<file path="src/rtl/pc_gen_if.sv">
// pc_gen_if: request/response bundle between the front-end control and pc_gen.
//   master drives stall, br_type, zero, neg, jump, jr, imm, j_index, jr_target (and exc, eret
//   when PC_EXC_EN is defined); slave drives pc, pc_plus4, redirect, misalign (and epc).
interface pc_gen_if #(parameter int ADDR_W = 32);
   logic              stall;
   logic [2:0]        br_type;
   logic              zero;
   logic              neg;
   logic              jump;
   logic              jr;
   logic [ADDR_W-1:0] imm;
   logic [25:0]       j_index;
   logic [ADDR_W-1:0] jr_target;
   logic [ADDR_W-1:0] pc;
   logic [ADDR_W-1:0] pc_plus4;
   logic              redirect;
   logic              misalign;
`ifdef PC_EXC_EN
   logic              exc;
   logic              eret;
   logic [ADDR_W-1:0] epc;
   modport master (output stall, br_type, zero, neg, jump, jr, imm, j_index, jr_target, exc, eret,
                   input pc, pc_plus4, redirect, misalign, epc);
   modport slave (input stall, br_type, zero, neg, jump, jr, imm, j_index, jr_target, exc, eret,
                  output pc, pc_plus4, redirect, misalign, epc);
`else
   modport master (output stall, br_type, zero, neg, jump, jr, imm, j_index, jr_target,
                   input pc, pc_plus4, redirect, misalign);
   modport slave (input stall, br_type, zero, neg, jump, jr, imm, j_index, jr_target,
                  output pc, pc_plus4, redirect, misalign);
`endif
endinterface

</file>
<file path="src/rtl/pc_gen.sv">
// pc_gen: PC register with next-PC resolution (branches, j/jal, jr, stall-buffered redirect).
//   clk, rst_n (synchronous active-low); bus (pc_gen_if.slave):
//   in  stall, br_type, zero, neg, jump, jr, imm, j_index, jr_target
//   out pc, pc_plus4, redirect, misalign
//   Define PC_EXC_EN to add exc/eret inputs, the epc output and the EXC_VECTOR parameter.
module pc_gen #(
   parameter int ADDR_W = 32,
`ifdef PC_EXC_EN
   parameter logic [ADDR_W-1:0] EXC_VECTOR = 32'h0000_4180,
`endif
   parameter logic [ADDR_W-1:0] RESET_PC = 32'h0000_3000
) (
   input logic     clk,
   input logic     rst_n,
   pc_gen_if.slave bus
);
   logic [ADDR_W-1:0] pc, pc_plus4, pend_tgt, tgt, epc_val;
   logic              pend_v, redirect, misalign, taken, req, eret_req, mis_cap;
`ifdef PC_EXC_EN
   logic [ADDR_W-1:0] epc;
   assign eret_req = bus.eret;
   assign epc_val = epc;
   assign bus.epc = epc;
`else
   assign eret_req = 1'b0;
   assign epc_val = '0;
`endif
   assign pc_plus4 = pc + ADDR_W'(4);
   assign bus.pc = pc;
   assign bus.pc_plus4 = pc_plus4;
   assign bus.redirect = redirect;
   assign bus.misalign = misalign;
   always_comb
      case (bus.br_type)
         3'b001: taken = bus.zero;
         3'b010: taken = !bus.zero;
         3'b011: taken = bus.zero | bus.neg;
         3'b100: taken = !bus.zero & !bus.neg;
         3'b101: taken = bus.neg;
         3'b110: taken = !bus.neg;
         default: taken = 1'b0;
      endcase
   assign req = eret_req | bus.jr | bus.jump | taken;
   assign tgt = eret_req ? epc_val
              : bus.jr ? bus.jr_target & ~ADDR_W'(3)
              : bus.jump ? {pc_plus4[ADDR_W-1:28], bus.j_index, 2'b00}
              : taken ? pc_plus4 + (bus.imm << 2)
              : pc_plus4;
   // a jr is captured only when nothing is already pending and eret does not outrank it
   assign mis_cap = !pend_v & !eret_req & bus.jr & |bus.jr_target[1:0];
   always_ff @(posedge clk)
      if (!rst_n) begin
         pc <= RESET_PC;
         redirect <= 1'b0;
         misalign <= 1'b0;
         pend_v <= 1'b0;
         pend_tgt <= '0;
`ifdef PC_EXC_EN
         epc <= '0;
      end else if (bus.exc) begin
         pc <= EXC_VECTOR;
         epc <= pc;
         redirect <= 1'b1;
         misalign <= 1'b0;
         pend_v <= 1'b0;
`endif
      end else begin
         misalign <= mis_cap;
         if (!bus.stall) begin
            pc <= pend_v ? pend_tgt : tgt;
            redirect <= pend_v | req;
            pend_v <= 1'b0;
         end else begin
            redirect <= 1'b0;
            if (!pend_v && req) begin
               pend_tgt <= tgt;
               pend_v <= 1'b1;
            end
         end
      end
endmodule

</file>
<file path="src/flat_wrapper.sv">
// flat-port wrapper written by rule: the top's interface ports become plain ports
module pc_gen_flat 
#(
   parameter int ADDR_W = 32,

   parameter logic [ADDR_W-1:0] RESET_PC = 32'h0000_3000
)
  (clk, rst_n, bus_stall, bus_br_type, bus_zero, bus_neg, bus_jump, bus_jr, bus_imm, bus_j_index, bus_jr_target, bus_pc, bus_pc_plus4, bus_redirect, bus_misalign);
  pc_gen_if #(.ADDR_W(ADDR_W)) bus_i ();
  input logic clk;
  input logic rst_n;
  input wire logic [$bits(bus_i.stall)-1:0] bus_stall;
  input wire logic [$bits(bus_i.br_type)-1:0] bus_br_type;
  input wire logic [$bits(bus_i.zero)-1:0] bus_zero;
  input wire logic [$bits(bus_i.neg)-1:0] bus_neg;
  input wire logic [$bits(bus_i.jump)-1:0] bus_jump;
  input wire logic [$bits(bus_i.jr)-1:0] bus_jr;
  input wire logic [$bits(bus_i.imm)-1:0] bus_imm;
  input wire logic [$bits(bus_i.j_index)-1:0] bus_j_index;
  input wire logic [$bits(bus_i.jr_target)-1:0] bus_jr_target;
  output wire logic [$bits(bus_i.pc)-1:0] bus_pc;
  output wire logic [$bits(bus_i.pc_plus4)-1:0] bus_pc_plus4;
  output wire logic [$bits(bus_i.redirect)-1:0] bus_redirect;
  output wire logic [$bits(bus_i.misalign)-1:0] bus_misalign;
  assign bus_i.stall = bus_stall;
  assign bus_i.br_type = bus_br_type;
  assign bus_i.zero = bus_zero;
  assign bus_i.neg = bus_neg;
  assign bus_i.jump = bus_jump;
  assign bus_i.jr = bus_jr;
  assign bus_i.imm = bus_imm;
  assign bus_i.j_index = bus_j_index;
  assign bus_i.jr_target = bus_jr_target;
  assign bus_pc = bus_i.pc;
  assign bus_pc_plus4 = bus_i.pc_plus4;
  assign bus_redirect = bus_i.redirect;
  assign bus_misalign = bus_i.misalign;
  pc_gen #(.ADDR_W(ADDR_W), .RESET_PC(RESET_PC)) u_core (.clk(clk), .rst_n(rst_n), .bus(bus_i));
endmodule
</file>
<file path="config.mk">
export PLATFORM = sky130hd
export DESIGN_NAME = pc_gen_flat
export DESIGN_NICKNAME = d
export VERILOG_FILES = /design/src/rtl/pc_gen_if.sv /design/src/rtl/pc_gen.sv /design/src/flat_wrapper.sv
export SDC_FILE = /design/constraint.sdc
export NUM_CORES = 1
export LEC_CHECK = 0
export ABC_AREA = 1
export ABC_CLOCK_PERIOD_IN_PS = 4800
export CORE_MARGIN = 5
export CORE_UTILIZATION = 32
export CTS_CLUSTER_DIAMETER = 40
export CTS_CLUSTER_SIZE = 10
export DETAILED_ROUTE_END_ITERATION = 12
export DONT_BUFFER_PORTS = 1
export HOLD_SLACK_MARGIN = 0.15
export PLACE_DENSITY = 0.48
export SLEW_MARGIN = 20
export SYNTH_ARGS = -nofsm -noshare
export SYNTH_HDL_FRONTEND = slang
export SYNTH_SLANG_ARGS = --single-unit
</file>
<file path="constraint.sdc">
create_clock -name clk -period 4.8 [get_ports clk]
set_input_delay 0.48 -clock clk [delete_from_list [all_inputs] [get_ports clk]]
set_output_delay 0.48 -clock clk [all_outputs]
set_load 0.01 [all_outputs]
</file>
==> parameters.txt, run 1 <==
Parameter                              Value

Synth
  Most frequently used cell type in the post-synthesis netlist    sky130_fd_sc_hd__nand2_1
  Portion of the post-synthesis area used by sequential elements    0.200
  Adder-cell share of the synthesized area    0.0702
  Dominant cells by area after synthesis    sky130_fd_sc_hd__nand2_1 21%, sky130_fd_sc_hd__dfxtp_1 20%, sky130_fd_sc_hd__inv_1 9.0%
  Synthesized area    6700 um2
  Dominant combinational cell family by area after synthesis    simple AND/OR/NAND/NOR gates
  Number of distinct standard cells referenced by the synthesized netlist    47
  Number of flops mapped to enable cells by yosys    0
  Proportion of register bits with asynchronous set or reset after synthesis    0
  Net count after synthesis    1,309
  Compound-Gate Fraction of Synth Area    0.157
  Syn Area/Cell    5.72 um2
  Post-synthesis cell count    1,172
  Xor/xnor cell area share of the yosys netlist    0.0351
  Proportion of netlist area held by the largest area contributor    0.211
  Most numerous cell types in the synthesized netlist    377 x sky130_fd_sc_hd__nand2_1, 160 x sky130_fd_sc_hd__inv_1, 119 x sky130_fd_sc_hd__nor2_1
  Number of synthesis warnings    0
  Synthesis-stage register bit count    67
  Post-synthesis simple-gate area fraction    0.417
  Cell type with the highest aggregate area in the netlist    sky130_fd_sc_hd__nand2_1
  Primary FF master, synth    sky130_fd_sc_hd__dfxtp_1
  Portion of netlist area occupied by mux cells    0

Placement
  Final weighted congestion in routability-driven placement    0.873
  Number of port buffers    0
  Detailed-placement wirelength estimate    21.3 mm
  Instance count after placement with tap cells included    1,416

Power
  Static Leakage    3.73 nW
  IR drop worst, VDD    0.000140 V
  Final Total Pwr    2.02 mW
  Power density cells    278 nW/um2

Die
  Overall die width    155 um
  Total number of placement rows    53
  Initial standard-cell utilization of the core    0.322
  Vertical extent of the die    155 um
  Core ar.    20,800 um2
  Number of placed I/O pins    166
  Die ar.    23,900 um2

Timing
  Post-route fraction of the period consumed by the critical path    0.779
  Total negative slack    0 ns
  Max Fclk    0.267 GHz
  RSZ-0062 raised after global routing    no
  Transition at the pin with the smallest max-transition slack    0.994 ns
  Endpoints failing hold    0
  Max Slew Vio Count    0
  Period minus WS final    3.74 ns
  Final setup skew    0.00920 ns
  Worst slew margin relative to its limit    0.337
  Count of final setup violators    0

Clock tree
  Number of levels in the clock H-tree    3
  CTS Buffer Depth    2
  Clock latency of the later-clocked register in the worst-skew pair    0.33 ns
  Clock edge transition at the registers on the reported setup and hold paths    0.06 ns
  Clock Sinks    67
  Clock tree root buffer cell    sky130_fd_sc_hd__clkbuf_16
  Cells resized by post-CTS repair    0
  Number of hold-repair buffers added at the cts stage    0
  Post-CTS setup buffer count    0
  TritonCTS clock tree    built
  Number of buffers created by CTS    9

Setup path
  Sort of element at the end of the critical path    flop
  Reg-to-Reg Start    u_core.bus.pc[2]
  Number of cell instances on the worst register-to-register path    17
  Critical setup path kind    reg2reg
  Crit-path max FO    5
  Worst path arrival time    3.96 ns
  Crit path required time    5.02 ns
  Critical R2R Capture    u_core.bus.pc[16]
  Startpoint type of the worst setup path    flop
  Reg-to-reg setup timing slack    1.06 ns

Global routing
  Initial antenna violation count    2
  Overall fraction of global-route tracks in use    0.209
  Maximum number of pins on one net before global-route repair    45
  Remaining Overflow, GRT    0
  Global-route wire length before repair    38.7 mm
  Vias in the first global route    6,804

Layout
  Fin util    0.348
  Non-filler instance count after layout    1,433
  Final layout net count    1,289
  Area Overhead vs Synth    8.05%
  Share of final-layout standard cells stronger than drive strength 1    0.0640

Route
  Wire length per cell after detailed routing    17.9 um
  Total vias in the final route    7,069
  Routed wire length    25.6 mm
  Detailed Route Iter0 Violations    429
  First-pass iteration count of the detailed router    5
  Number of vias per cell after detailed routing    4.93
  Number of nets still failing antenna checks after routing    0
  Number of design rule violations left after detail routing    0

Hold path
  HP Start    rst_n
  Destination of the worst hold path    u_core.pend_tgt[3]
  Worst min-delay path class    in2reg
  Hold Path Depth    2

Status
  Result of the run    finished clean

Flow run
  Number of max-cap violations    0
cells in the final DEF (no fill, tap or decap), types with 9 or more instances in the layout:
cell type and count:
sky130_fd_sc_hd__a21oi_1 94, sky130_fd_sc_hd__clkbuf_16 9, sky130_fd_sc_hd__dfxtp_1 67, sky130_fd_sc_hd__ha_1 36, sky130_fd_sc_hd__inv_1 160, sky130_fd_sc_hd__nand2_1 377, sky130_fd_sc_hd__nand2_2 9, sky130_fd_sc_hd__nand3_1 79
sky130_fd_sc_hd__nand4_1 10, sky130_fd_sc_hd__nor2_1 119, sky130_fd_sc_hd__o21ai_0 62, sky130_fd_sc_hd__o21ai_1 11, sky130_fd_sc_hd__or2_2 11, sky130_fd_sc_hd__xnor2_1 10, sky130_fd_sc_hd__xor2_1 15
worst max-delay path, cell delays in order (launching register included):
cell and delay [ns]:
sky130_fd_sc_hd__dfxtp_1 0.54, sky130_fd_sc_hd__ha_1 0.29, sky130_fd_sc_hd__inv_1 0.11, sky130_fd_sc_hd__nor3_4 0.19
sky130_fd_sc_hd__nand2_1 0.16, sky130_fd_sc_hd__xor2_1 0.52, sky130_fd_sc_hd__ha_1 0.28, sky130_fd_sc_hd__nand2_1 0.12
sky130_fd_sc_hd__nor2_1 0.25, sky130_fd_sc_hd__nand3_1 0.12, sky130_fd_sc_hd__nand3_1 0.27, sky130_fd_sc_hd__nand2_1 0.12
sky130_fd_sc_hd__nand3_1 0.09, sky130_fd_sc_hd__nand3_1 0.12, sky130_fd_sc_hd__nand2_1 0.22, sky130_fd_sc_hd__nand3_1 0.09
sky130_fd_sc_hd__nand2_1 0.08, sky130_fd_sc_hd__nand2_1 0.05
per-stage QoR:
step	setup slack (ns)	instance area, um2	hold slack [ns]
after global placement	1.03	6900	0.486
after detailed placement	1.03	6900	0.484
after floorplan	1.92	6700	0.465
final	1.06	7240	0.285
after global routing	0.680	7240	0.284
after CTS	1.01	7240	0.273
worst max path at each step:
stage | start | endpoint | slack [ns] | cells past startpoint
detailed placement | u_core.bus.pc[2] | u_core.bus.pc[12] | 1.03 | 17
global route | u_core.bus.pc[2] | u_core.bus.pc[20] | 0.68 | 19
CTS | u_core.bus.pc[2] | u_core.bus.pc[12] | 1.01 | 17
finish | u_core.bus.pc[2] | u_core.bus.pc[16] | 1.06 | 17
floorplan | u_core.bus.pc[2] | u_core.bus.pc[23] | 1.92 | 22
global placement | u_core.bus.pc[2] | u_core.bus.pc[12] | 1.03 | 17
routing by layer:
metal  global-route usage  wire length [um]
met5                    0                13
met3               0.0414              1520
met4               0.0681               709
met2                0.350             11800
met1                0.270             11500
cell type report:
type,instances,area (um2)
clock buffers,11,253
well taps,275,344
clock inverters,5,83.8
flip-flops and latches,67,1340
diodes,1,2.50
repair buffers,3,22.5
multi-input cells,900,4550
fillers,2408,13600
inverters,171,642
registers in the layout, indices dropped and copies added, names as in the netlist:
register,flops
u_core.pend_tgt,32
u_core.bus.redirect,1
u_core.bus.pc,32
u_core.pend_v,1
u_core.bus.misalign,1
cell families (layout without fill, tap and decap cells):
group           count (synthesis)  in the layout
fa+ha+maj                      37             37
xor+xnor                       26             26
simple gates                  642            642
compound gates                195            195
buf+inv                       205            190
flops                          67             67
other cells                     0              1
report_power, final:
group          leakage [nW]  switching [mW]  internal, mW  total [mW]
Combinational          3.02           0.416         0.195       0.610
Sequential            0.554          0.0715         0.605       0.676
Clock                 0.158           0.244         0.485       0.729
Total                  3.73           0.731          1.28        2.02
(Power assumes the default switching activity.)
==> run 2, diff against run 1 <==
ABC_CLOCK_PERIOD_IN_PS = 3800   (was 4800)
clock period = 3.8 ns   (was 4.8 ns; I/O delays follow)
==> parameters.txt, run 2 (synthesis gave the netlist of run 1 again) <==
Parameter                              Value

Setup path
  Startpoint type of the worst setup path    flop
  Critical setup path kind    reg2reg
  Sort of element at the end of the critical path    flop
  Worst path arrival time    3.79 ns
  Crit-path max FO    5
  Crit path required time    4.03 ns

Clock tree
  Clock tree root buffer cell    sky130_fd_sc_hd__clkbuf_16
  Clock Sinks    67
  Number of hold-repair buffers added at the cts stage    0
  Number of buffers created by CTS    9
  Clock latency of the later-clocked register in the worst-skew pair    0.34 ns
  Clock edge transition at the registers on the reported setup and hold paths    0.06 ns
  CTS Buffer Depth    2
  TritonCTS clock tree    built
  Number of levels in the clock H-tree    3

Layout
  Largest registers in the final layout    u_core.bus.pc: 32 flops, u_core.pend_tgt: 32 flops
  Total non-filler cell area in the finished layout    7410 um2
  Non-filler instance count after layout    1,457
  Fin util    0.356
  Area Overhead vs Synth    10.6%
  Sequential cell area    1350 um2
  Commonest non-fill, non-tap cells in the layout    377 x sky130_fd_sc_hd__nand2_1, 160 x sky130_fd_sc_hd__inv_1, 117 x sky130_fd_sc_hd__nor2_1
  Share of final-layout standard cells stronger than drive strength 1    0.0882
  Final layout net count    1,311
  Most common cell after layout, fill and taps aside    sky130_fd_sc_hd__nand2_1
  Layout filler cell count    2,369
  Footprint of the multi-input gates    4580 um2

Global routing
  Maximum number of pins on one net before global-route repair    45
  Overall fraction of global-route tracks in use    0.217
  Met2 GRT Util    0.357
  Vias in the first global route    6,875
  Global Route met3 Usage    0.0428
  Met1 Resource Use GR    0.285
  Global-route wire length before repair    40.0 mm
  Peak-usage layer in the global routing report    met2
  Remaining Overflow, GRT    0
  Initial antenna violation count    2

Power
  IR drop worst, VDD    0.000164 V
  Static Leakage    3.84 nW
  Power density cells    341 nW/um2
  Final Total Pwr    2.52 mW

Timing
  Max Fclk    0.282 GHz
  Period minus WS final    3.55 ns
  Final setup skew    0.00755 ns
  Transition at the pin with the smallest max-transition slack    0.960 ns
  Worst slew margin relative to its limit    0.359
  Total negative slack    0 ns
  Count of final setup violators    0
  Post-route fraction of the period consumed by the critical path    0.935
  RSZ-0062 raised after global routing    no
  Endpoints failing hold    0
  Max Slew Vio Count    0

Placement
  Instance count after placement with tap cells included    1,438
  Final weighted congestion in routability-driven placement    0.933
  Detailed-placement wirelength estimate    21.7 mm
  Instance area at placement    7070 um2
  Number of port buffers    0

Route
  Detailed Route Iter0 Violations    422
  Wire length per cell after detailed routing    18.1 um
  First-pass iteration count of the detailed router    5
  Total vias in the final route    7,202
  Number of design rule violations left after detail routing    0
  Routed wire length    26.4 mm
  Number of nets still failing antenna checks after routing    0
  Number of vias per cell after detailed routing    4.94

Flow run
  Number of max-cap violations    0

Die
  Vertical extent of the die    155 um
  Initial standard-cell utilization of the core    0.322
  Number of placed I/O pins    166
  Die ar.    23,900 um2
  Overall die width    155 um
  Core ar.    20,800 um2
  Total number of placement rows    53

Status
  Result of the run    finished clean

Hold path
  Worst min-delay path class    in2reg
==> run 2: changes by cell type in the layout (fill, tap and decap cells not counted), sizes merged <==
cell	delta
buf	+22
clkbuf	-2
clkinv	+2
diode	+2
inv	+2
bufinv	-1
clkinvlp	-1
==> run 2: metal layers <==
metal / vias to the layer above / routed length [um]
met5: - / 13
met4: 2 / 765
met3: 44 / 1750
met2: 185 / 12100
met1: 3248 / 11800
li1: 3723 / -
==> run 2: through the flow <==
stage	setup WS, ns	hold slack (ns)
6_report	0.248	0.176
5_1_grt	0.00115	0.172
4_1_cts	0.224	0.163
3_5_place_dp	0.232	0.483
3_3_place_gp	0.281	0.486
2_1_floorplan	0.919	0.465
==> run 2: worst max-delay path, stage by stage (launching register included) <==
cell and delay, ns:
sky130_fd_sc_hd__dfxtp_1 0.41, sky130_fd_sc_hd__buf_4 0.17, sky130_fd_sc_hd__inv_2 0.09, sky130_fd_sc_hd__nor2_1 0.25, sky130_fd_sc_hd__and3_1 0.33, sky130_fd_sc_hd__xnor2_1 0.23
sky130_fd_sc_hd__inv_1 0.22, sky130_fd_sc_hd__ha_1 0.35, sky130_fd_sc_hd__nand2_1 0.07, sky130_fd_sc_hd__nand2_1 0.06, sky130_fd_sc_hd__o21bai_1 0.17, sky130_fd_sc_hd__nand3b_1 0.31
sky130_fd_sc_hd__nand2_1 0.17, sky130_fd_sc_hd__nand2_1 0.07, sky130_fd_sc_hd__nand2_1 0.06, sky130_fd_sc_hd__nand3_1 0.07, sky130_fd_sc_hd__nand2_1 0.17, sky130_fd_sc_hd__nand3_1 0.10
sky130_fd_sc_hd__nand2_1 0.09, sky130_fd_sc_hd__inv_1 0.04
==> run 2: report_power, final <==
group / switching, mW / internal [mW]
registers: 0.0668 / 0.764
clock network: 0.351 / 0.517
logic: 0.557 / 0.267
total: 0.975 / 1.55
==> run 2: layout make-up <==
| cell class | count | area share |
|---|---|---|
| Antenna cell | 3 | 0.00101 |
| Clock buffer | 9 | 0.0304 |
| Clock inverter | 7 | 0.0110 |
| Inverter | 171 | 0.0866 |
| Multi-Input combinational cell | 900 | 0.618 |
| Sequential cell | 67 | 0.182 |
| Tap cell | 275 | 0.0464 |
| Timing Repair Buffer | 25 | 0.0253 |
==> run 2: path summary, 6_finish.rpt <==
kind                            start                  end  slack, ns  depth (start not counted)
setup / recovery     u_core.bus.pc[2]  u_core.pend_tgt[30]       0.25                         19
hold / removal                  rst_n   u_core.pend_tgt[0]       0.18                          2
setup reg to reg     u_core.bus.pc[2]  u_core.pend_tgt[30]       0.25                         19
hold reg to reg   u_core.pend_tgt[15]  u_core.pend_tgt[15]       0.51                          2
==> run 2: timing repair <==
item,in CTS,in global routing
endpoints found under the setup margin,0,10
gates resized for setup,0,8
buffers inserted,0,0
==> run 3, diff against run 2 <==
ABC_CLOCK_PERIOD_IN_PS = 4000   (was 3800)
clock period = 4 ns   (was 3.8 ns; I/O delays follow)
==> parameters.txt, run 3 (synthesis gave the netlist of run 1 again) <==
Parameter                              Value

Global routing
  Maximum number of pins on one net before global-route repair    45
  Global Route met3 Usage    0.0420
  Peak-usage layer in the global routing report    met2
  Met2 GRT Util    0.353
  Met1 Resource Use GR    0.284
  Overall fraction of global-route tracks in use    0.212
  Remaining Overflow, GRT    0
  Vias in the first global route    6,706
  Global-route wire length before repair    39.2 mm
  Initial antenna violation count    2

Timing
  Worst slew margin relative to its limit    0.369
  Max Slew Vio Count    0
  Final setup skew    0.00802 ns
  Count of final setup violators    0
  Endpoints failing hold    0
  Final Hold Slack    0.206 ns
  Period minus WS final    3.55 ns
  Post-route fraction of the period consumed by the critical path    0.887
  Transition at the pin with the smallest max-transition slack    0.945 ns
  Max Fclk    0.282 GHz
  RSZ-0062 raised after global routing    no
  Worst setup slack after layout    0.452 ns
  Total negative slack    0 ns

Flow run
  Number of max-cap violations    0

Setup path
  Sort of element at the end of the critical path    flop
  Crit-path max FO    5
  Delay contributed by the slowest stage of the critical path    0.52 ns
  Critical setup path kind    reg2reg
  Worst path arrival time    3.77 ns
  Most frequent CP cell    sky130_fd_sc_hd__nand2_1
  Slowest CP cell    sky130_fd_sc_hd__dfxtp_1
  Startpoint type of the worst setup path    flop
  Crit path required time    4.22 ns
  Worst path bufs/invs    3
  Crit-path cells    nand2_1 -> nor3_4 -> inv_2 -> nor2_4 -> nand2_2 -> xor2_1 -> inv_1 -> ha_1 -> nand2_1 -> nor2_1 -> inv_1 -> nor2_1 -> nand4_1 -> nand3_1 -> nand2_1 -> nand3_1 -> nand2_1 -> nand2_1 -> nand2_1 -> nand2_1 -> nand2_1
  Kind of cell adding the most delay to the critical path    simple AND/OR/NAND/NOR gates

Clock tree
  CTS Buffer Depth    2
  Clock tree root buffer cell    sky130_fd_sc_hd__clkbuf_16
  Clock edge transition at the registers on the reported setup and hold paths    0.06 ns
  Number of hold-repair buffers added at the cts stage    0
  Cells resized by post-CTS repair    0
  Number of buffers created by CTS    9
  Clock Sinks    67
  Clock latency of the later-clocked register in the worst-skew pair    0.33 ns
  Number of levels in the clock H-tree    3
  Post-CTS setup buffer count    0
  TritonCTS clock tree    built

Power
  Power density cells    332 nW/um2
  Clock group share of total power    0.358
  Net switching power of the design    884 uW
  IR drop worst, VDD    0.000180 V
  Static Leakage    3.80 nW
  Power Internal    1.55 mW
  Fraction of power spent switching nets    0.363
  Comb power frac    0.315
  Fraction of power consumed by sequential logic    0.327

Layout
  Commonest non-fill, non-tap cells in the layout    377 x sky130_fd_sc_hd__nand2_1, 160 x sky130_fd_sc_hd__inv_1, 119 x sky130_fd_sc_hd__nor2_1
  Area Overhead vs Synth    9.43%
  Layout filler cell count    2,402
  Final layout net count    1,302
  Share of final-layout standard cells stronger than drive strength 1    0.0735
  Most common cell after layout, fill and taps aside    sky130_fd_sc_hd__nand2_1
  Largest registers in the final layout    u_core.bus.pc: 32 flops, u_core.pend_tgt: 32 flops
  Fin util    0.352

Die
  Core ar.    20,800 um2
  Vertical extent of the die    155 um
  Overall die width    155 um
  Die ar.    23,900 um2
  Number of placed I/O pins    166
  Initial standard-cell utilization of the core    0.322
  Total number of placement rows    53

Placement
  Number of port buffers    0
  Worst setup timing slack at the placement stage    0.468 ns
  Detailed-placement wirelength estimate    21.5 mm
  Final weighted congestion in routability-driven placement    0.899

Hold path
  Worst min-delay path class    in2reg

Route
  Number of nets still failing antenna checks after routing    0
  First-pass iteration count of the detailed router    5
  Routed wire length    26.1 mm
  Number of design rule violations left after detail routing    0
  Detailed Route Iter0 Violations    479
  Total vias in the final route    7,102
  Number of vias per cell after detailed routing    4.91
  Wire length per cell after detailed routing    18.0 um

Status
  Result of the run    finished clean
-- run 3: cell types whose count changed in the layout (fill, tap and decap cells not counted), moves of 2 or more --
cell,before,now
sky130_fd_sc_hd__clkbuf_8,0,2
sky130_fd_sc_hd__dfxtp_1,64,67
sky130_fd_sc_hd__nor2_1,117,119
sky130_fd_sc_hd__dfxtp_2,3,0
sky130_fd_sc_hd__inv_6,3,0
sky130_fd_sc_hd__xor2_2,3,1
sky130_fd_sc_hd__nor2_2,7,5
sky130_fd_sc_hd__xor2_1,13,15
sky130_fd_sc_hd__buf_4,25,16
sky130_fd_sc_hd__clkinv_4,2,0
-- run 3: final cells by class --
type                       count  area (um2)  share of cell area
clock buffer                  12         256              0.0350
multi-input combinational    900        4550               0.621
timing repair buffer          16         120              0.0164
inverter                     171         642              0.0875
tap                          275         344              0.0469
sequential                    67        1340               0.183
clock inverter                 4        72.6             0.00990
antenna                        2        5.00            0.000682
-- run 3: metrics by stage --
step | total power [mW] | area [um2] | instances
after floorplan | 1.36 | 6700 | 1172
after global placement | 1.57 | 7000 | 1429
after detailed placement | 1.57 | 7000 | 1429
after CTS | 2.45 | 7330 | 1445
after global routing | 2.59 | 7330 | 1446
final | 2.43 | 7330 | 1447
-- run 3: worst paths after layout --
path | startpoint | endpoint | slack, ns | cells past startpoint
min reg2reg | u_core.pend_tgt[15] | u_core.pend_tgt[15] | 0.50 | 2
max reg2reg | u_core.bus.pc[9] | u_core.bus.pc[21] | 0.45 | 21
min | rst_n | u_core.pend_tgt[0] | 0.21 | 2
max | u_core.bus.pc[9] | u_core.bus.pc[21] | 0.45 | 21
-- run 3: per-layer routing --
layer / up-vias / wire [um]
li1: 3701 / -
met5: - / 7
met4: 2 / 380
met2: 180 / 12100
met3: 24 / 1920
met1: 3195 / 11700
-- run 3: power groups by stage --
stage                     combinational (mW)  sequential [mW]  clock (mW)
after floorplan                        0.565            0.792           0
after global placement                 0.762            0.810           0
after detailed placement               0.763            0.811           0
after CTS                              0.767            0.796       0.889
after global routing                   0.865            0.804       0.921
final                                  0.767            0.796       0.872
